[config.mk]
export PLATFORM = sky130hd
export DESIGN_NAME = fec_frame_sched
export DESIGN_NICKNAME = d
export VERILOG_FILES = /design/src/rtl/fec_frame_sched.sv
export SDC_FILE = /design/constraint.sdc
export NUM_CORES = 1
export LEC_CHECK = 0
export ABC_AREA = 1
export BUFFER_PORTS_ARGS = -buffer_cell sky130_fd_sc_hd__buf_4
export CAP_MARGIN = 20
export CORE_MARGIN = 2
export CORE_UTILIZATION = 40
export DETAILED_ROUTE_END_ITERATION = 10
export SLEW_MARGIN = 20
export SYNTH_ARGS = -nofsm -noshare
export SYNTH_HDL_FRONTEND = slang
export SYNTH_SLANG_ARGS = --single-unit
[constraint.sdc]
create_clock -name clk -period 4.3 [get_ports clk]
set_clock_uncertainty 0.15 [all_clocks]
set_input_delay 0.645 -clock clk [delete_from_list [all_inputs] [get_ports clk]]
set_output_delay 0.645 -clock clk [all_outputs]
set_load 0.01 [all_outputs]
[src/rtl/fec_frame_sched.sv]
// fec_frame_sched: slices a 32-bit word stream into FEC frames of DATA_WORDS
// data slots plus one parity slot. It feeds fec_gen, drives the lagged
// sof/eof strobes for fec_check and keeps frame and underrun statistics.
module fec_frame_sched #(
    parameter int                DATA_WORDS = 65,
    parameter int                WORD_W     = 32,
    parameter logic [WORD_W-1:0] IDLE_WORD  = '0,
    parameter int                CNT_W      = 16
) (
    input  logic              clk,
    input  logic              arst,
    input  logic              enable,
    input  logic              in_valid,
    input  logic [WORD_W-1:0] in_data,
    output logic              in_ready,
    output logic [WORD_W-1:0] gen_din,
    output logic              gen_parity_sel,
    output logic [6:0]        frame_word,
    output logic              rx_sof,
    output logic              rx_eof,
    output logic              busy,
    output logic [CNT_W-1:0]  frame_count,
    output logic [CNT_W-1:0]  underrun_count
);

    localparam logic [6:0] PARITY_SLOT = 7'(DATA_WORDS);

    typedef enum logic [1:0] {
        IDLE,
        RUN,
        DRAIN
    } state_t;

    state_t     state;
    logic [6:0] slot;
    logic       active;
    logic       parity_slot;
    logic       out_valid;

    assign active      = (state != IDLE);
    assign parity_slot = (slot == PARITY_SLOT);
    assign in_ready    = active && (slot < PARITY_SLOT);
    assign busy        = active;

    // Run/drain control and slot sequencing; a disable only takes effect once
    // the current frame's parity slot has been issued.
    always_ff @(posedge clk or posedge arst) begin
        if (arst) begin
            state <= IDLE;
            slot  <= '0;
        end else begin
            case (state)
                IDLE: begin
                    if (enable) begin
                        state <= RUN;
                        slot  <= '0;
                    end
                end
                RUN: begin
                    slot <= parity_slot ? 7'd0 : slot + 7'd1;
                    if (!enable) begin
                        state <= parity_slot ? IDLE : DRAIN;
                    end
                end
                DRAIN: begin
                    slot <= parity_slot ? 7'd0 : slot + 7'd1;
                    if (enable) begin
                        state <= RUN;
                    end else if (parity_slot) begin
                        state <= IDLE;
                    end
                end
                default: begin
                    state <= IDLE;
                    slot  <= '0;
                end
            endcase
        end
    end

    // Output register: presents the issued slot one cycle later and derives the
    // fec_check strobes from what the gen outputs showed on the previous cycle.
    always_ff @(posedge clk or posedge arst) begin
        if (arst) begin
            gen_din        <= '0;
            gen_parity_sel <= 1'b0;
            frame_word     <= '0;
            out_valid      <= 1'b0;
            rx_sof         <= 1'b0;
            rx_eof         <= 1'b0;
        end else begin
            rx_sof <= out_valid && (frame_word == 7'd0) && !gen_parity_sel;
            rx_eof <= out_valid && gen_parity_sel;
            if (!active) begin
                out_valid      <= 1'b0;
                gen_din        <= '0;
                gen_parity_sel <= 1'b0;
                frame_word     <= '0;
            end else begin
                out_valid  <= 1'b1;
                frame_word <= slot;
                if (parity_slot) begin
                    gen_din        <= '0;
                    gen_parity_sel <= 1'b1;
                end else begin
                    gen_din        <= in_valid ? in_data : IDLE_WORD;
                    gen_parity_sel <= 1'b0;
                end
            end
        end
    end

    // Statistics: frames count when their parity slot is presented and wrap;
    // underruns count filler slots and stick at all-ones.
    always_ff @(posedge clk or posedge arst) begin
        if (arst) begin
            frame_count    <= '0;
            underrun_count <= '0;
        end else if (active) begin
            if (parity_slot) begin
                frame_count <= frame_count + CNT_W'(1);
            end else if (!in_valid && (underrun_count != '1)) begin
                underrun_count <= underrun_count + CNT_W'(1);
            end
        end
    end

endmodule

**Word level (Yosys, flattened, before mapping)**

Index checks and enable logic that the tools add are counted.

- Bits in registers: 84
- Bits of input ports: 36
- Output and inout port bits: 76
- Logic and storage cells: 52

- $add $sub $neg: 3
- $lt $le $gt $ge: 1
- Equal/unequal tests: 7
- Mux-type cells: 16
- Bitwise logic cells: 1
- Reductions and logical operators: 14

Operators by type and width:

| operator | count |
|---|---|
| 32-bit 2-to-1 mux | 3 |
| 16-bit by 1-bit adder with 16-bit output, second input constant | 2 |
| 7-bit 2-to-1 mux | 3 |
| 16-bit != test, second input constant | 1 |
| 7-bit case mux with 2 select lines | 1 |
| 2-bit 2-to-1 mux | 5 |
| 7-bit by 1-bit adder with 7-bit output, second input constant | 1 |
| 7-bit equality test, second input constant | 1 |
| 7-bit logical NOT | 1 |
| 7-bit less-than comparator, second input constant | 1 |
| 2-bit case mux with 3 select lines | 1 |
| 3-bit AND reduction | 2 |
| 1-bit logical AND | 5 |
| 2-bit != test, second input constant | 2 |
| 1-bit 2-to-1 mux | 3 |
| 3-bit != test, second input constant | 1 |
| 2-bit by 1-bit equality test with 1-bit output, second input constant | 1 |
| 2-bit equality test, second input constant | 1 |
| 1-bit logical NOT | 2 |
| 2-bit logical NOT | 1 |
| 2-bit AND reduction | 1 |
| 2-bit nonzero test | 1 |
| 2-bit OR reduction | 1 |
| 1-bit inverter | 1 |

**Depth between registers and ports, before layout**

Gate-level depths: netlist of run 1.

- Depth in word-level cells: 4
- Gate-level depth with buffers: 11
- Gate-level depth less buffers: 10

**Worst setup path after synthesis of run 1**

OpenSTA, ideal clock, no wires.

- Kind: reg-to-reg
- From: reg state[0]
- To: reg underrun_count[10]
- Setup time: 65 ps
- Arrival time: 1561 ps
- Data required time: 4085 ps
- Setup slack: 2524 ps
- Cell stages (with the launch flop): 10
- Period minus slack after synthesis: 1776 ps
- Path through: dfrtp_1 inv_1 ha_1 buf_2 inv_1 nand2_1 nor3_1 buf_2 nand2_1 nand2_1

- Longest elaborated chain between the ends: 2

Ends and longest elaborated chain:

| what | line | text |
|---|---|---|
| start, declared | 34 | `state_t state;` |
| start signal, assigned | 62 | `state <= parity_slot ? IDLE : DRAIN;` |
| 2-bit nonzero test | 40 | `assign active = (state != IDLE);` |
| via busy | 21 | `output logic busy,` |
| 3-bit AND reduction (no line) | - |  |
| end signal, assigned | 123 | `underrun_count <= underrun_count + CNT_W'(1);` |
| end, declared | 23 | `output logic [CNT_W-1:0] underrun_count` |

The timed path passes the listed nets, and every way through them passes these cells.
A chain may end at the register's enable or synchronous reset.

**Worst setup path after layout of run 1**

- From: reg state[0]
- To: out busy

- Longest elaborated chain between the ends: 1

Ends and longest elaborated chain:

| what | line |
|---|---|
| 2-bit nonzero test | 40 |
| end, declared | 21 |

No other way between the ends.

==> flow_metrics.py, run 1 <==
metrics = {
    "run_status": {
        "status": "finished, final reports clean",
    },
    "final_layout": {
        "seqCellArea_um2": 2100,
        "final_common_cell": "nand2_1",
        "fin_nets": 629,
        "fillCellCount": 896,
        "syn_to_final_growth_pct": 29.6,
        "drive_gt1_frac": 0.241,
        "diodes": 0,
        "multi_input_area_um2": 1450,
        "final_cell_mix": "nand2_1, buf_4, dfrtp_1",
    },
    "worst_setup_path": {
        "cp_cell_sequence": "inv_1, ha_1, inv_1, buf_4",
        "cp.arrival_ns": 1.60,
        "cp.required_ns": 3.50,
        "crit_path_frequent_cell": "inv_1",
        "crit_path_end_kind": "primary output",
        "cp_max_fo": 10,
        "r2r_cells": 7,
        "worstSetupStartpointType": "flip-flop",
        "cp_slowest_cell": "dfrtp_1",
        "path_class": "reg2out",
        "slowest_delay_ns": 0.41,
    },
    "timing": {
        "setup_violations": 0,
        "rsz0062_at_grt": "no",
        "finalCritPeriodShare": 0.556,
        "fin_ws_ns": 1.91,
        "hold-worst-slack_ns": 0.208,
        "fmax_ghz": 0.418,
        "max-slew-margin-rel": 0.529,
        "period_minus_slack_ns": 2.39,
        "slew_viol_final": 0,
        "final.setup.tns_ns": 0,
        "hold_viol": 0,
        "tightest_slew_ns": 0.703,
    },
    "clocking": {
        "clk_pin_slew_ns": 0.09,
        "h-tree-depth": 3,
        "clkLatencyLatePin_ns": 0.35,
        "cts_tree": "done",
        "cts_buffers": 9,
        "cts_root_buf": "clkbuf_8",
        "cts.sinks": 84,
        "clock_path_buffers": 2,
        "holdBufCountCts": 0,
        "post_cts_resize_count": 0,
        "postCtsSetupBuffers": 0,
    },
    "global_routing": {
        "met3_usage": 0.0319,
        "antenna_found_initial": 0,
        "grtUsageMet1": 0.240,
        "grt_max_degree": 66,
        "grt_pass1_wl_um": 14500,
        "grt.met2_usage": 0.283,
        "grt_usage": 0.177,
        "top_usage_layer": "met2",
        "grt_pass1_vias": 3019,
        "grt_overflow": 0,
    },
    "floorplanning": {
        "initial_core_util": 0.416,
        "die_y_um": 103,
        "io_pins": 112,
        "core_um2": 9330,
        "die_area_um2": 10500,
        "die_w_um": 103,
        "rows": 35,
    },
    "synthesis": {
        "synth_top_area_frac": 0.541,
        "ys_types": 25,
        "yosysWarningCount": 0,
        "seq_area_frac_synth": 0.541,
        "synth.avg_cell_area_um2": 8.26,
        "netlist_instances": 470,
        "syn_nets": 514,
        "synthTopCellsByArea": "dfrtp_1, nand2_1, nor2_1, inv_1, nand3_1",
        "synth_area_leader_cell": "dfrtp_1",
        "ys_ff_latch": 84,
        "synth_area_um2": 3880,
    },
    "power_and_ir_drop": {
        "irDropWorstVdd_mv": 0.214,
        "leakage_uw": 0.00273,
        "p_int_uw": 1420,
        "clock_power_share": 0.261,
        "p_switching_uw": 717,
        "combPwrFrac": 0.282,
        "total_power_uw": 2130,
        "p_seq_frac": 0.456,
        "swShare": 0.336,
        "power_density_nw_per_um2": 424,
    },
    "run": {
        "drv_cap": 0,
    },
    "drt": {
        "first_iter_violations": 101,
        "drt_first_pass_iters": 4,
        "drcViolationCount": 0,
        "antenna_left": 0,
        "wirelength_um": 8860,
        "wire_per_inst_um": 12.3,
        "routed_via_density": 4.57,
        "vias": 3283,
    },
    "place": {
        "dp_hpwl_um": 6620,
        "dp_slack_ns": 2.10,
        "numPortBuffers": 111,
        "gp_congestion": 0.833,
    },
    "worst_hold_path": {
        "min_path_type": "in2async",
    },
}
## per-stage QoR
| stage | std cells | area, um2 | utilization |
|---|---|---|---|
| floorplan | 470 | 3880 | - |
| global placement | 703 | 4830 | 0.518 |
| detailed placement | 703 | 4840 | 0.519 |
| CTS | 719 | 5030 | 0.540 |
| global route | 719 | 5030 | 0.540 |
| finish | 719 | 5030 | 0.540 |
## worst paths after layout
kind                               startpoint              end  slack (ns)
worst max-delay path                 state[0]             busy        1.91
worst min-delay path                     arst   frame_count[5]        0.21
worst max register to register       state[0]      gen_din[31]        2.12
worst min register to register  frame_word[4]           rx_sof        0.29
max in group asynchronous                arst  frame_count[11]        3.10
min in group clk                frame_word[4]           rx_sof        0.29
## state kept, by name (all words and copies together), names as in the netlist
name / flops
slot: 7
gen_parity_sel: 1
rx_eof: 1
frame_count: 16
state: 2
rx_sof: 1
gen_din: 32
out_valid: 1
frame_word: 7
underrun_count: 16
## cell families after synthesis
logic type,count (synthesis),share of synthesized area
AOI/OAI and AO/OA,17,0.0229
xor gates and xnor gates,14,0.0316
adders and majority gates,8,0.0258
buffers and inverters,83,0.0870
DFF,84,0.541
and+or+nand+nor,264,0.292
## synth_stat cells (all sizes together)
cell type and count:
a21oi 6, a22oi 1, buf 8, dfrtp 84
ha 8, inv 75, nand2 128, nand3 26
nand3b 1, nand4 17, nor2 82, nor3 8
nor4 2, o21ai 9, o22ai 1, xnor2 7
xor2 7
## layout make-up
| type | instances | area share |
|---|---|---|
| flip-flops and latches | 84 | 0.418 |
| multi-input cells | 303 | 0.288 |
| repair buffers | 112 | 0.167 |
| inverters | 75 | 0.0569 |
| clock inverters | 6 | 0.0129 |
| well taps | 129 | 0.0321 |
| clock buffers | 10 | 0.0254 |
## power by group through the flow
stage,clock network [uW],logic (uW),registers (uW)
CTS,576,611,976
global placement,0,603,985
global route,613,681,989
finish,557,602,973
detailed placement,0,610,992
floorplan,0,327,1020
## critical path: cells and delay by family (launching register included)
| kind | cells | cell delay [ns] |
|---|---|---|
| adder cells (fa/ha/maj) | 1 | 0.36 |
| buffers and inverters | 3 | 0.48 |
| flip-flops | 1 | 0.41 |
## layer usage
metal | share of wire | wire (um) | vias to the layer above
met3 | 0.060 | 531 | 14
met2 | 0.45 | 4010 | 98
li1 | - | - | 1667
met4 | 0.017 | 155 | 0
met1 | 0.47 | 4170 | 1504
met5 | 0 | 0 | -
Note: power is estimated with default switching activity, not from simulation.
==> run 2, diff against run 1 <==
Clock period 4.3 ns to 2.4 ns, I/O delays scaled along.
==> flow_metrics.py, run 2 (same netlist as run 1, synthesis figures left out) <==
metrics = {
    "run_status": {
        "status": "finished, final reports clean",
    },
    "final_layout": {
        "final_common_cell": "nand2_1",
        "syn_to_final_growth_pct": 31.2,
        "top_regs": "gen_din: 32 flops, frame_count: 16 flops, underrun_count: 16 flops",
        "final_util": 0.546,
        "largest_reg_flops": 32,
        "fillCellCount": 891,
        "diodes": 0,
        "fin_nets": 632,
        "regMostFlops": "gen_din",
        "drive_gt1_frac": 0.243,
        "final_cell_mix": "nand2_1, buf_4, dfrtp_1",
    },
    "worst_setup_path": {
        "path_class": "reg2out",
        "cp.arrival_ns": 1.64,
        "cp.required_ns": 1.89,
        "crit_path_end_kind": "primary output",
        "r2r_cells": 9,
        "slowest_delay_ns": 0.42,
        "cp_slowest_cell": "dfrtp_1",
        "cp_max_fo": 10,
        "crit_path_frequent_cell": "inv_1",
        "worstSetupStartpointType": "flip-flop",
        "cp_cell_sequence": "inv_1, ha_1, inv_1, buf_4",
    },
    "global_routing": {
        "grt_max_degree": 85,
        "grt_pass1_vias": 3095,
        "antenna_found_initial": 0,
        "grt_usage": 0.176,
        "grt_pass1_wl_um": 14400,
        "grt_overflow": 0,
    },
    "place": {
        "numPortBuffers": 111,
        "dp_hpwl_um": 6450,
        "gp_congestion": 0.804,
        "dp_slack_ns": 0.330,
    },
    "floorplanning": {
        "die_area_um2": 10500,
        "die_y_um": 103,
        "rows": 35,
        "initial_core_util": 0.416,
        "core_um2": 9330,
        "io_pins": 112,
        "die_w_um": 103,
    },
    "timing": {
        "tightest_slew_ns": 0.468,
        "max-slew-margin-rel": 0.687,
        "hold_viol": 0,
        "slew_viol_final": 0,
        "period_minus_slack_ns": 2.15,
        "hold-worst-slack_ns": 0.0631,
        "fin_ws_ns": 0.254,
        "setup_violations": 0,
        "finalCritPeriodShare": 0.894,
        "rsz0062_at_grt": "no",
        "fmax_ghz": 0.466,
        "final.setup.tns_ns": 0,
    },
    "power_and_ir_drop": {
        "clock_power_share": 0.284,
        "combPwrFrac": 0.275,
        "leakage_uw": 0.00276,
        "total_power_uw": 3970,
        "p_int_uw": 2660,
        "irDropWorstVdd_mv": 0.385,
        "p_switching_uw": 1310,
        "p_seq_frac": 0.440,
        "swShare": 0.330,
        "power_density_nw_per_um2": 780,
    },
    "drt": {
        "wirelength_um": 8780,
        "wire_per_inst_um": 12.2,
        "drcViolationCount": 0,
        "antenna_left": 0,
        "routed_via_density": 4.53,
        "first_iter_violations": 125,
        "drt_first_pass_iters": 4,
        "vias": 3273,
    },
    "worst_hold_path": {
        "hold_path_depth": 3,
        "min_path_type": "in2reg",
    },
    "clocking": {
        "holdBufCountCts": 1,
        "cts.sinks": 84,
        "post_cts_resize_count": 0,
        "clkLatencyLatePin_ns": 0.35,
        "clock_path_buffers": 2,
        "cts_buffers": 9,
        "cts_root_buf": "clkbuf_8",
        "h-tree-depth": 3,
        "postCtsSetupBuffers": 0,
        "cts_tree": "done",
        "clk_pin_slew_ns": 0.09,
    },
    "run": {
        "drv_cap": 0,
    },
}
## run 2: routing by layer
| metal | up-vias | wire [um] | share of wire | global-route usage |
|---|---|---|---|---|
| li1 | 1677 | - | - | - |
| met1 | 1495 | 4180 | 0.48 | 0.238 |
| met2 | 94 | 4000 | 0.46 | 0.283 |
| met3 | 7 | 502 | 0.057 | 0.0380 |
| met4 | 0 | 102 | 0.012 | 0.0585 |
| met5 | - | 0 | 0 | 0 |
## run 2: path summary, 6_finish.rpt
check	slack (ns)	end	startpoint
setup / recovery	0.25	busy	state[0]
hold / removal	0.06	gen_din[30]	in_data[30]
setup reg to reg	0.35	frame_count[6]	slot[1]
hold reg to reg	0.28	rx_sof	frame_word[5]
max in group asynchronous	1.22	state[0]	arst
min in group asynchronous	0.50	frame_count[8]	arst
## run 2: metrics by stage
stage	cells	cell area, um2
after floorplan	470	3890
after global placement	705	4860
after detailed placement	705	4860
after CTS	722	5090
after global routing	722	5090
final	722	5090
## run 2: critical path, delay by kind of cell (launching register included)
family     cells  cell delay [ns]
buf+inv        3             0.50
flops          1             0.42
fa+ha+maj      1             0.37
## run 2: area by class of cell
cell class              count  area [um2]  share of cell area
well taps                 129         161              0.0317
clock buffers               9         124              0.0243
clock inverters             7        98.8              0.0194
repair buffers            115         878               0.172
flip-flops and latches     84        2100               0.413
inverters                  75         285              0.0560
multi-input cells         303        1440               0.283
## run 2: power by group through the flow
stage / logic, uW / clock network, uW / registers [uW]
6_report: 1090 / 1130 / 1750
5_1_grt: 1240 / 1230 / 1780
4_1_cts: 1110 / 1170 / 1750
3_5_place_dp: 1110 / 0 / 1780
3_3_place_gp: 1080 / 0 / 1770
2_1_floorplan: 586 / 0 / 1820
